### src/rtl/rol_seq.sv
// ============================================================================
// Module   : rol_seq
// Purpose  : Sequential rotate unit, one bit position per clock, with
//            valid/ready handshakes on both sides. Optional ROL_DIR_EN macro
//            adds a per-request direction input (dir).
// Revision : 1.0 - initial release
// ============================================================================
`default_nettype none

module rol_seq #(
   parameter int WIDTH = 4,
   localparam int AW = $clog2(WIDTH)
) (
   input  logic             clk,
   input  logic             rst,
   input  logic             in_valid,
   output logic             in_ready,
   input  logic [WIDTH-1:0] data_in,
   input  logic [AW-1:0]    amount,
   output logic             out_valid,
   input  logic             out_ready,
   output logic [WIDTH-1:0] data_out,
   output logic             busy
`ifdef ROL_DIR_EN
   ,
   input  logic             dir
`endif
);

   typedef enum logic [1:0] {
      IDLE   = 2'd0,
      ROTATE = 2'd1,
      DONE   = 2'd2
   } state_t;

   state_t           r_state;
   state_t           w_state_nxt;
   logic [WIDTH-1:0] r_shreg;
   logic [AW-1:0]    r_count;
   logic [WIDTH-1:0] r_data_out;
   logic [WIDTH-1:0] w_rot;

`ifdef ROL_DIR_EN
   logic r_dir;

   always_comb begin
      w_rot = {r_shreg[WIDTH-2:0], r_shreg[WIDTH-1]};
      if (r_dir) begin
         w_rot = {r_shreg[0], r_shreg[WIDTH-1:1]};
      end
   end

   always_ff @(posedge clk) begin
      if (rst) begin
         r_dir <= 1'b0;
      end else if (r_state == IDLE && in_valid) begin
         r_dir <= dir;
      end
   end
`else
   always_comb begin
      w_rot = {r_shreg[WIDTH-2:0], r_shreg[WIDTH-1]};
   end
`endif

   always_comb begin
      w_state_nxt = r_state;
      case (r_state)
         IDLE: begin
            if (in_valid) begin
               w_state_nxt = (amount != '0) ? ROTATE : DONE;
            end
         end
         ROTATE: begin
            if (r_count == AW'(1)) begin
               w_state_nxt = DONE;
            end
         end
         DONE: begin
            if (out_ready) begin
               w_state_nxt = IDLE;
            end
         end
         default: w_state_nxt = IDLE;
      endcase
   end

   // data_out is captured only on entry to DONE so it holds between results
   always_ff @(posedge clk) begin
      if (rst) begin
         r_state    <= IDLE;
         r_shreg    <= '0;
         r_count    <= '0;
         r_data_out <= '0;
      end else begin
         r_state <= w_state_nxt;
         case (r_state)
            IDLE: begin
               if (in_valid) begin
                  r_shreg <= data_in;
                  r_count <= amount;
                  if (amount == '0) begin
                     r_data_out <= data_in;
                  end
               end
            end
            ROTATE: begin
               r_shreg <= w_rot;
               r_count <= r_count - AW'(1);
               if (r_count == AW'(1)) begin
                  r_data_out <= w_rot;
               end
            end
            default: ;
         endcase
      end
   end

   assign in_ready  = (r_state == IDLE);
   assign out_valid = (r_state == DONE);
   assign busy      = (r_state != IDLE);
   assign data_out  = r_data_out;

endmodule

`default_nettype wire

### config.mk
export PLATFORM = sky130hd
export DESIGN_NAME = rol_seq
export DESIGN_NICKNAME = d
export VERILOG_FILES = /design/src/rtl/rol_seq.sv
export SDC_FILE = /design/constraint.sdc
export NUM_CORES = 1
export LEC_CHECK = 0
export BUFFER_PORTS_ARGS = -buffer_cell sky130_fd_sc_hd__buf_2
export CAP_MARGIN = 0
export CORE_AREA = 2 2 39 41
export DETAILED_ROUTE_END_ITERATION = 6
export DIE_AREA = 0 0 41 43
export PLACE_DENSITY = 0.73
export SLEW_MARGIN = 10
export SYNTH_ARGS = -nofsm -noshare
export SYNTH_HDL_FRONTEND = slang
export SYNTH_SLANG_ARGS = --single-unit
### constraint.sdc
create_clock -name clk -period 3.78 [get_ports clk]
set_input_delay 0.378 -clock clk [delete_from_list [all_inputs] [get_ports clk]]
set_output_delay 0.378 -clock clk [all_outputs]
set_load 0.01 [all_outputs]
# Yosys cells after proc, flatten, opt, wreduce, memory -nomap -nowiden
# Index checks and enable logic that the tools add are counted.
[op_classes]
addsub = 1
n_mux = 13
reduce_logical = 8
eq_ne = 7
[op_table]
columns = ["op", "count"]
rows = [
  ["2-to-1 mux 4 bit", 4],
  ["case mux 4 bit (2 select lines)", 2],
  ["2-to-1 mux 2 bit", 5],
  ["case mux 2 bit (3 select lines)", 1],
  ["nonzero test 2 bit", 3],
  ["== test 2 x 1 -> 1 bit, second input constant", 2],
  ["logical NOT 2 bit", 2],
  ["!= test 2 x 1 -> 1 bit, second input constant", 2],
  ["!= test 2 bit, second input constant", 2],
  ["case mux 2 bit (2 select lines)", 1],
  ["AND reduction 4 bit", 1],
  ["AND reduction 3 bit", 1],
  ["== test 2 bit, second input constant", 1],
  ["AND reduction 2 bit", 1],
  ["subtractor 2 x 1 -> 2 bit, second input constant", 1],
]
[totals]
elab_cells = 33
ff_bits = 12
inputBits = 10
output_inout_bits = 7

# Depth between registers and ports, before layout
# Gate-level depths: netlist of run 1.
[logic_depth]
word_depth = 4
depth_mapped = 5

# Worst setup path after synthesis of run 1
# Ideal clock, no wire load.
[synth_path]
path_kind = "in2reg"
start = "input amount[1]"
end = "register r_data_out[1], in the netlist data_out[1]"
arrival_ns = 1.318
n_path_buf = 0
slack_ns = 2.377
path_stages = 3
path_cell_list = "or4b_4 a21o_1 a211oi_1"
[synth_between]
elab_chain_len = 3
[synth_lines]
columns = ["element", "line", "text"]
rows = [
  ["from (decl)", "19", "input logic [AW-1:0] amount,"],
  ["logical NOT 2 bit", "102", "if (amount == '0) begin"],
  ["!= test 2 x 1 -> 1 bit (no source line)", "--", ""],
  ["AND reduction 4 bit (no source line)", "--", ""],
  ["to (signal assigned)", "103", "r_data_out <= data_in;"],
  ["to (signal assigned)", "111", "r_data_out <= w_rot;"],
  ["to (decl)", "40", "logic [WIDTH-1:0] r_data_out;"],
]
# Every way passes these cells.
# A chain may end at the register's enable or synchronous reset.

# Worst setup path in the final report of run 1
[layout_path]
start = "register r_state[0]"
end = "register r_data_out[1], in the netlist data_out[1]"
[layout_between]
elab_chain_len = 3
[layout_lines]
columns = ["element", "line", "text"]
rows = [
  ["from (decl)", "36", "state_t r_state;"],
  ["from (signal assigned)", "96", "r_state <= w_state_nxt;"],
  ["== test 2 x 1 -> 1 bit / logical NOT 2 bit (equally long branches)", "97", "case (r_state)"],
  ["!= test 2 bit (no source line) (tied with other cells)", "--", ""],
  ["AND reduction 4 bit (no source line)", "--", ""],
]
# Parallel ways exist; a longest one is shown, timed or not.

==> results.toml, run 1 <==
[routing]
vias_per_cell = 5.06
routedWlPerCell_um = 11.2
drt_iter0_drc = 7
drt_first_pass_iters = 3
drc_errors = 0
dr_total_vias = 506
antenna_left = 0
wirelength_um = 1120

[pwr]
p_int_mw = 0.235
seqPwrFrac = 0.473
p_sw_mw = 0.0887
vdd_ir_drop_max_mv = 0.241
pwr_density_cell_nw_per_um2 = 437
power_leakage_nw = 0.334
p_clk_frac = 0.312
netSwitchingFraction = 0.274
pwr-share-comb = 0.215

[global_routing]
grt_overflow = 0
grt_pass1_vias = 432
grt_max_degree = 15
grt.total_usage = 0.156
grt_pass1_wl_um = 1810
antenna_found_initial = 0

[yosys]
yosysTopAreaCell = "dfxtp_1"
synth_most_common_cell = "a211oi_1"
netlist_area_um2 = 626
yosysSeqAreaShare = 0.384
syn_inst = 69
ys.flop_type = "dfxtp_1"
synth_area_leaders = "dfxtp_1 (38%), a211oi_1 (16%), mux2_2 (9.0%)"
syn_nets = 80
synth_cell_types = 23
synth_seq_cells = 12
synthArstFlopShare = 0
synth_edf_count = 0
synth_top_area_share = 0.384
ys_warn_count = 0
syn_avg_cell_area_um2 = 9.07
yosys-top-cells-count = "a211oi_1 (13), dfxtp_1 (12), inv_1 (8), nor2_1 (6), mux2_2 (5)"

[flow_run]
cap_violations = 0

[final_layout]
area_growth_pct = 18.4
final_cells = 100
n_antenna_cell = 0
final_nets = 96
fillers = 135
drive_above_1_share = 0.333

[place]
dp_cells = 96
port_buffers = 16
place.gp.congestion = 0.735
hpwl_um = 859

[clock_network]
clkSlewWorstSetupHoldPaths_ps = 80
cts_tree = "yes"
post_cts_resized = 0
cts_buffers = 3
clock_path_buffers = 2
root_buffer = "clkbuf_4"
cts_setup_buffers = 0
insertion_delay_ps = 270
holdBufCountCts = 0
clock_sinks = 12
cts_max_level = 1

[setup_path]
arrival_ps = 1830
ff2ff_setup_slack_ps = 2140
start_kind = "register"
crit_fanout = 14
critPathRequiredTime_ps = 3970
critPathKind = "register to register"
endpoint_kind = "register"

[sta]
hold_viol = 0
rsz0062_at_grt = "false"
drv_slew = 0
tightest_slew_ps = 467
clock-skew-final_ps = 3.94
relSlewSlack = 0.688
min_period_over_period = 0.434
max_freq_mhz = 610
report.final.setup_viol = 0
setup_tns_ps = 0
period_needed_ps = 1640

[die]
rows = 14
io_pins = 17
core_area_um2 = 1380
die_h_um = 43
dieArea_um2 = 1760
die_w_um = 41
start_util = 0.452

[hold_path]
min_path_type = "input port to register"

[run_status]
status = "finished, final reports clean"
routing by layer:
metal	part of all wire	GRT usage
met4	0.029	0.120
met1	0.53	0.216
met5	0	0
met3	0.056	0.0314
met2	0.39	0.200
final timing paths:
kind          startpoint          end  cells after the start
min            out_ready   r_state[1]                      3
min reg2reg  data_out[0]  data_out[0]                      2
max           r_state[0]  data_out[1]                      3
max reg2reg   r_state[0]  data_out[1]                      3
metrics by stage:
step / worst slack [ps] / cell area [um^2] / utilization / hold slack (ps) / total power, mW
finish: 2140 / 741 / 0.535 / 365 / 0.323
global route: 2070 / 741 / 0.535 / 382 / 0.341
CTS: 2130 / 741 / 0.535 / 367 / 0.326
detailed placement: 2150 / 704 / 0.509 / 448 / 0.226
global placement: 2200 / 704 / 0.509 / 447 / 0.225
floorplan: 2380 / 626 / - / 449 / 0.207
placed cells by master, fill, tap and decap left out:
cell      Yosys  routed
clkbuf_8      0       1
nor2b_1       1       1
a21oi_1       1       1
nand2b_1      2       2
a211oi_1     13      13
ha_1          1       1
a22o_1        1       1
or4b_4        1       1
nand2_1       2       2
o21ba_2       1       1
a311oi_1      1       1
inv_1         8       8
nor3_1        1       1
clkbuf_4      0       3
a21o_1        1       1
mux2i_1       4       4
dfxtp_1      12      12
mux2_2        5       5
nor2_1        6       6
o21ai_0       1       1
a221oi_1      1       1
or2_2         1       1
buf_2         2      16
sequential cells by signal (all words and copies together), names as in the netlist:
name      count
r_count       2
r_shreg       4
r_state       2
data_out      4
worst max-delay path: stages, from the launching register on:
cell and delay [ps]:
dfxtp_1 460, or4b_4 630, a21o_1 230, a211oi_1 240
final cells by class:
| type | count | area [um^2] | area share |
|---|---|---|---|
| clock buffers | 4 | 36.3 | 0.0490 |
| inverters | 8 | 30.0 | 0.0405 |
| multi-input cells | 44 | 334 | 0.451 |
| flip-flops and latches | 12 | 240 | 0.324 |
| well taps | 16 | 20.0 | 0.0270 |
| repair buffers | 16 | 80.1 | 0.108 |
cells by family after synthesis:
family,synth area share
simple gates,0.118
buf+inv,0.0820
flops,0.384
fa+ha+maj,0.0200
compound gates,0.242
mux,0.154
power groups by stage:
stage	Sequential, mW	Clock (mW)	Combinational (mW)
floorplan	0.152	0	0.0547
global placement	0.155	0	0.0697
detailed placement	0.156	0	0.0703
CTS	0.153	0.103	0.0705
global route	0.155	0.107	0.0792
finish	0.153	0.101	0.0695
Power figures use the tool's default switching activity.
==> inputs of run 2 (changes only) <==
--- a/config.mk
+++ b/config.mk
@@ -5,12 +5,13 @@
 export SDC_FILE = /design/constraint.sdc
 export NUM_CORES = 1
 export LEC_CHECK = 0
+export ABC_AREA = 1
 export BUFFER_PORTS_ARGS = -buffer_cell sky130_fd_sc_hd__buf_2
 export CAP_MARGIN = 0
-export CORE_AREA = 2 2 39 41
+export CORE_MARGIN = 1.5
+export CORE_UTILIZATION = 44
 export DETAILED_ROUTE_END_ITERATION = 6
-export DIE_AREA = 0 0 41 43
-export PLACE_DENSITY = 0.73
+export PLACE_DENSITY = 0.71
 export SLEW_MARGIN = 10
 export SYNTH_ARGS = -nofsm -noshare
 export SYNTH_HDL_FRONTEND = slang
==> constraint.sdc (replaced) <==
create_clock -name clk -period 1.3 [get_ports clk]
set_input_delay 0.13 -clock clk [delete_from_list [all_inputs] [get_ports clk]]
set_output_delay 0.13 -clock clk [all_outputs]
set_load 0.01 [all_outputs]
==> run 2 against run 1 <==
Effect of this change:
- design area up 3.4%
- combinational power rose to 8.7 times the previous value
- die area down 5.0%
- global-route usage up 3.8 points
- critical path depth up 1
- synthesized cell count up 28%
- power rose to 4.4 times the previous value
- routed wire length up 16%
- count of clock-buffer cells in the layout unchanged
- worst hold slack worse by 300 ps
- largest cell class unchanged
- largest power group is now combinational logic
==> results.toml, run 2 <==
[sta]
report.final.setup_viol = 0
period_needed_ps = 1210
min_period_over_period = 0.932
hold_viol = 0
tightest_slew_ps = 364
rsz0062_at_grt = "false"
setup_slack_ps = 88.3
max_freq_mhz = 825
setup_tns_ps = 0
drv_slew = 0
relSlewSlack = 0.757
clock-skew-final_ps = 3.32

[clock_network]
clock_sinks = 12
root_buffer = "clkbuf_4"
cts_tree = "yes"
cts_max_level = 1
clkSlewWorstSetupHoldPaths_ps = 80
cts_buffers = 3
clock_path_buffers = 2
insertion_delay_ps = 270

[die]
die_h_um = 40.9
core_area_um2 = 1320
io_pins = 17
start_util = 0.481
dieArea_um2 = 1680
die_w_um = 40.9
rows = 13

[global_routing]
grt_pass1_vias = 507
grt_overflow = 0
antenna_found_initial = 0
grt_max_degree = 11
grt_pass1_wl_um = 2100
grt.total_usage = 0.194

[yosys]
synth_seq_cells = 12
yosys-top-cells-count = "nand2_1 (18), nor2_1 (13), dfxtp_1 (12), inv_1 (10)"
netlist_area_um2 = 633
yosysSeqAreaShare = 0.379
synth_top_area_share = 0.379
ys.flop_type = "dfxtp_1"
syn_inst = 88
yosysTopAreaCell = "dfxtp_1"
syn_nets = 99
synth_area_leaders = "dfxtp_1 (38%), nand2_1 (11%), nor2_1 (7.7%)"
syn_avg_cell_area_um2 = 7.19
synth_edf_count = 0
synth_cell_types = 21
ys_warn_count = 0
synth_most_common_cell = "nand2_1"
synthArstFlopShare = 0

[setup_path]
critical-path-top-delay-family = "buffers and inverters"
crit_fanout = 10
critPathRequiredTime_ps = 1170
cp-startpoint = "r_state[0]"
arrival_ps = 1080
start_kind = "register"
critPathKind = "register to primary output"
max_stage_delay_ps = 300
endpoint_kind = "primary output"
r2r-start = "r_count[0]"
path_buf_inv = 3
cp_slowest_cell = "dfxtp_1"
cp_cell_sequence = "buf_4 -> nor2_4 -> inv_1 -> buf_2"

[place]
pre_cts_ws_ps = 143
port_buffers = 16
hpwl_um = 1040
place.gp.congestion = 0.826

[final_layout]
drive_above_1_share = 0.278
final_common_cell = "nand2_1"
n_antenna_cell = 0
area_growth_pct = 20.9
final_nets = 120
final_core_util = 0.581
final_cell_mix = "nand2_1 (18), buf_2 (16), nor2_1 (13)"

[pwr]
pwr-share-comb = 0.426
vdd_ir_drop_max_mv = 0.902
pwr_density_cell_nw_per_um2 = 1860
p_int_mw = 0.863
netSwitchingFraction = 0.393
seqPwrFrac = 0.365
p_clk_frac = 0.209
power_leakage_nw = 0.396
p_sw_mw = 0.559

[routing]
drc_errors = 0
drt_first_pass_iters = 4
wirelength_um = 1300
vias_per_cell = 4.99
routedWlPerCell_um = 10.6
antenna_left = 0
drt_iter0_drc = 9
dr_total_vias = 614

[run_status]
status = "finished, final reports clean"

[hold_path]
hp-start = "rst"
min_path_type = "input port to register"

[flow_run]
cap_violations = 0
run 2: cell count changes after synthesis, moves of 4 or more:
cell      delta
mux2_2       -5
mux2i_1      -4
a21oi_1      +5
nand2_1     +16
nor2_1       +7
o21ai_1      +6
nand3b_1     +4
a211oi_1    -13
nand3_1      +5
run 2: cell families after synthesis:
group / after synthesis / synth area share
flip-flops: 12 / 0.379
buffers and inverters: 13 / 0.0929
AND/OR/NAND/NOR: 46 / 0.370
AO/OA/AOI/OAI: 16 / 0.138
adder cells (fa/ha/maj): 1 / 0.0198
run 2: power by group through the flow:
| stage | Sequential (mW) | Combinational, mW | Clock (mW) |
|---|---|---|---|
| CTS | 0.517 | 0.609 | 0.306 |
| finish | 0.519 | 0.605 | 0.297 |
| floorplan | 0.531 | 0.447 | 0 |
| detailed placement | 0.525 | 0.606 | 0 |
| global route | 0.532 | 0.688 | 0.325 |
| global placement | 0.522 | 0.597 | 0 |
run 2: cell type report:
cell class / count / area, um^2
multi-input cells: 63 / 334
well taps: 15 / 18.8
clock buffers: 4 / 36.3
inverters: 12 / 47.5
repair buffers: 17 / 87.6
flip-flops and latches: 12 / 241
fillers: 129 / 552
run 2: per-layer routing:
metal,vias to the layer above,GRT usage,routed length (um)
met5,-,0,0
met4,0,0.0500,17
met3,4,0.0652,89
met2,24,0.293,558
met1,261,0.260,638
li1,325,-,-
run 2: path summary, 6_finish.rpt:
check,to,slack (ps),depth (start not counted)
worst max-delay path,busy,90,4
worst min-delay path,r_count[1],60,2
worst max register to register,r_state[1],120,7
worst min register to register,data_out[2],480,2
run 2: through the flow:
step                      power [mW]  instance area, um^2  cells  hold WS [ps]
after global placement          1.12                  728    119           339
after global routing            1.54                  766    123          50.9
after floorplan                0.979                  633     88           199
after CTS                       1.43                  764    123          53.2
after detailed placement        1.13                  728    119           355
final                           1.42                  766    123          64.5
run 2: worst reg2reg max path, delay by kind of cell, from the launching register on:
family | cells | cell delay, ps
DFF | 1 | 390
buffers and inverters | 1 | 60
adders and majority gates | 1 | 160
and+or+nand+nor | 5 | 490
run 2: timing repair:
action                                  CTS  global route
hold endpoints to repair                  0             0
hold buffers                              0             0
endpoints found under the setup margin    0             2
resized for setup                         0             1
buffers inserted                          0             0
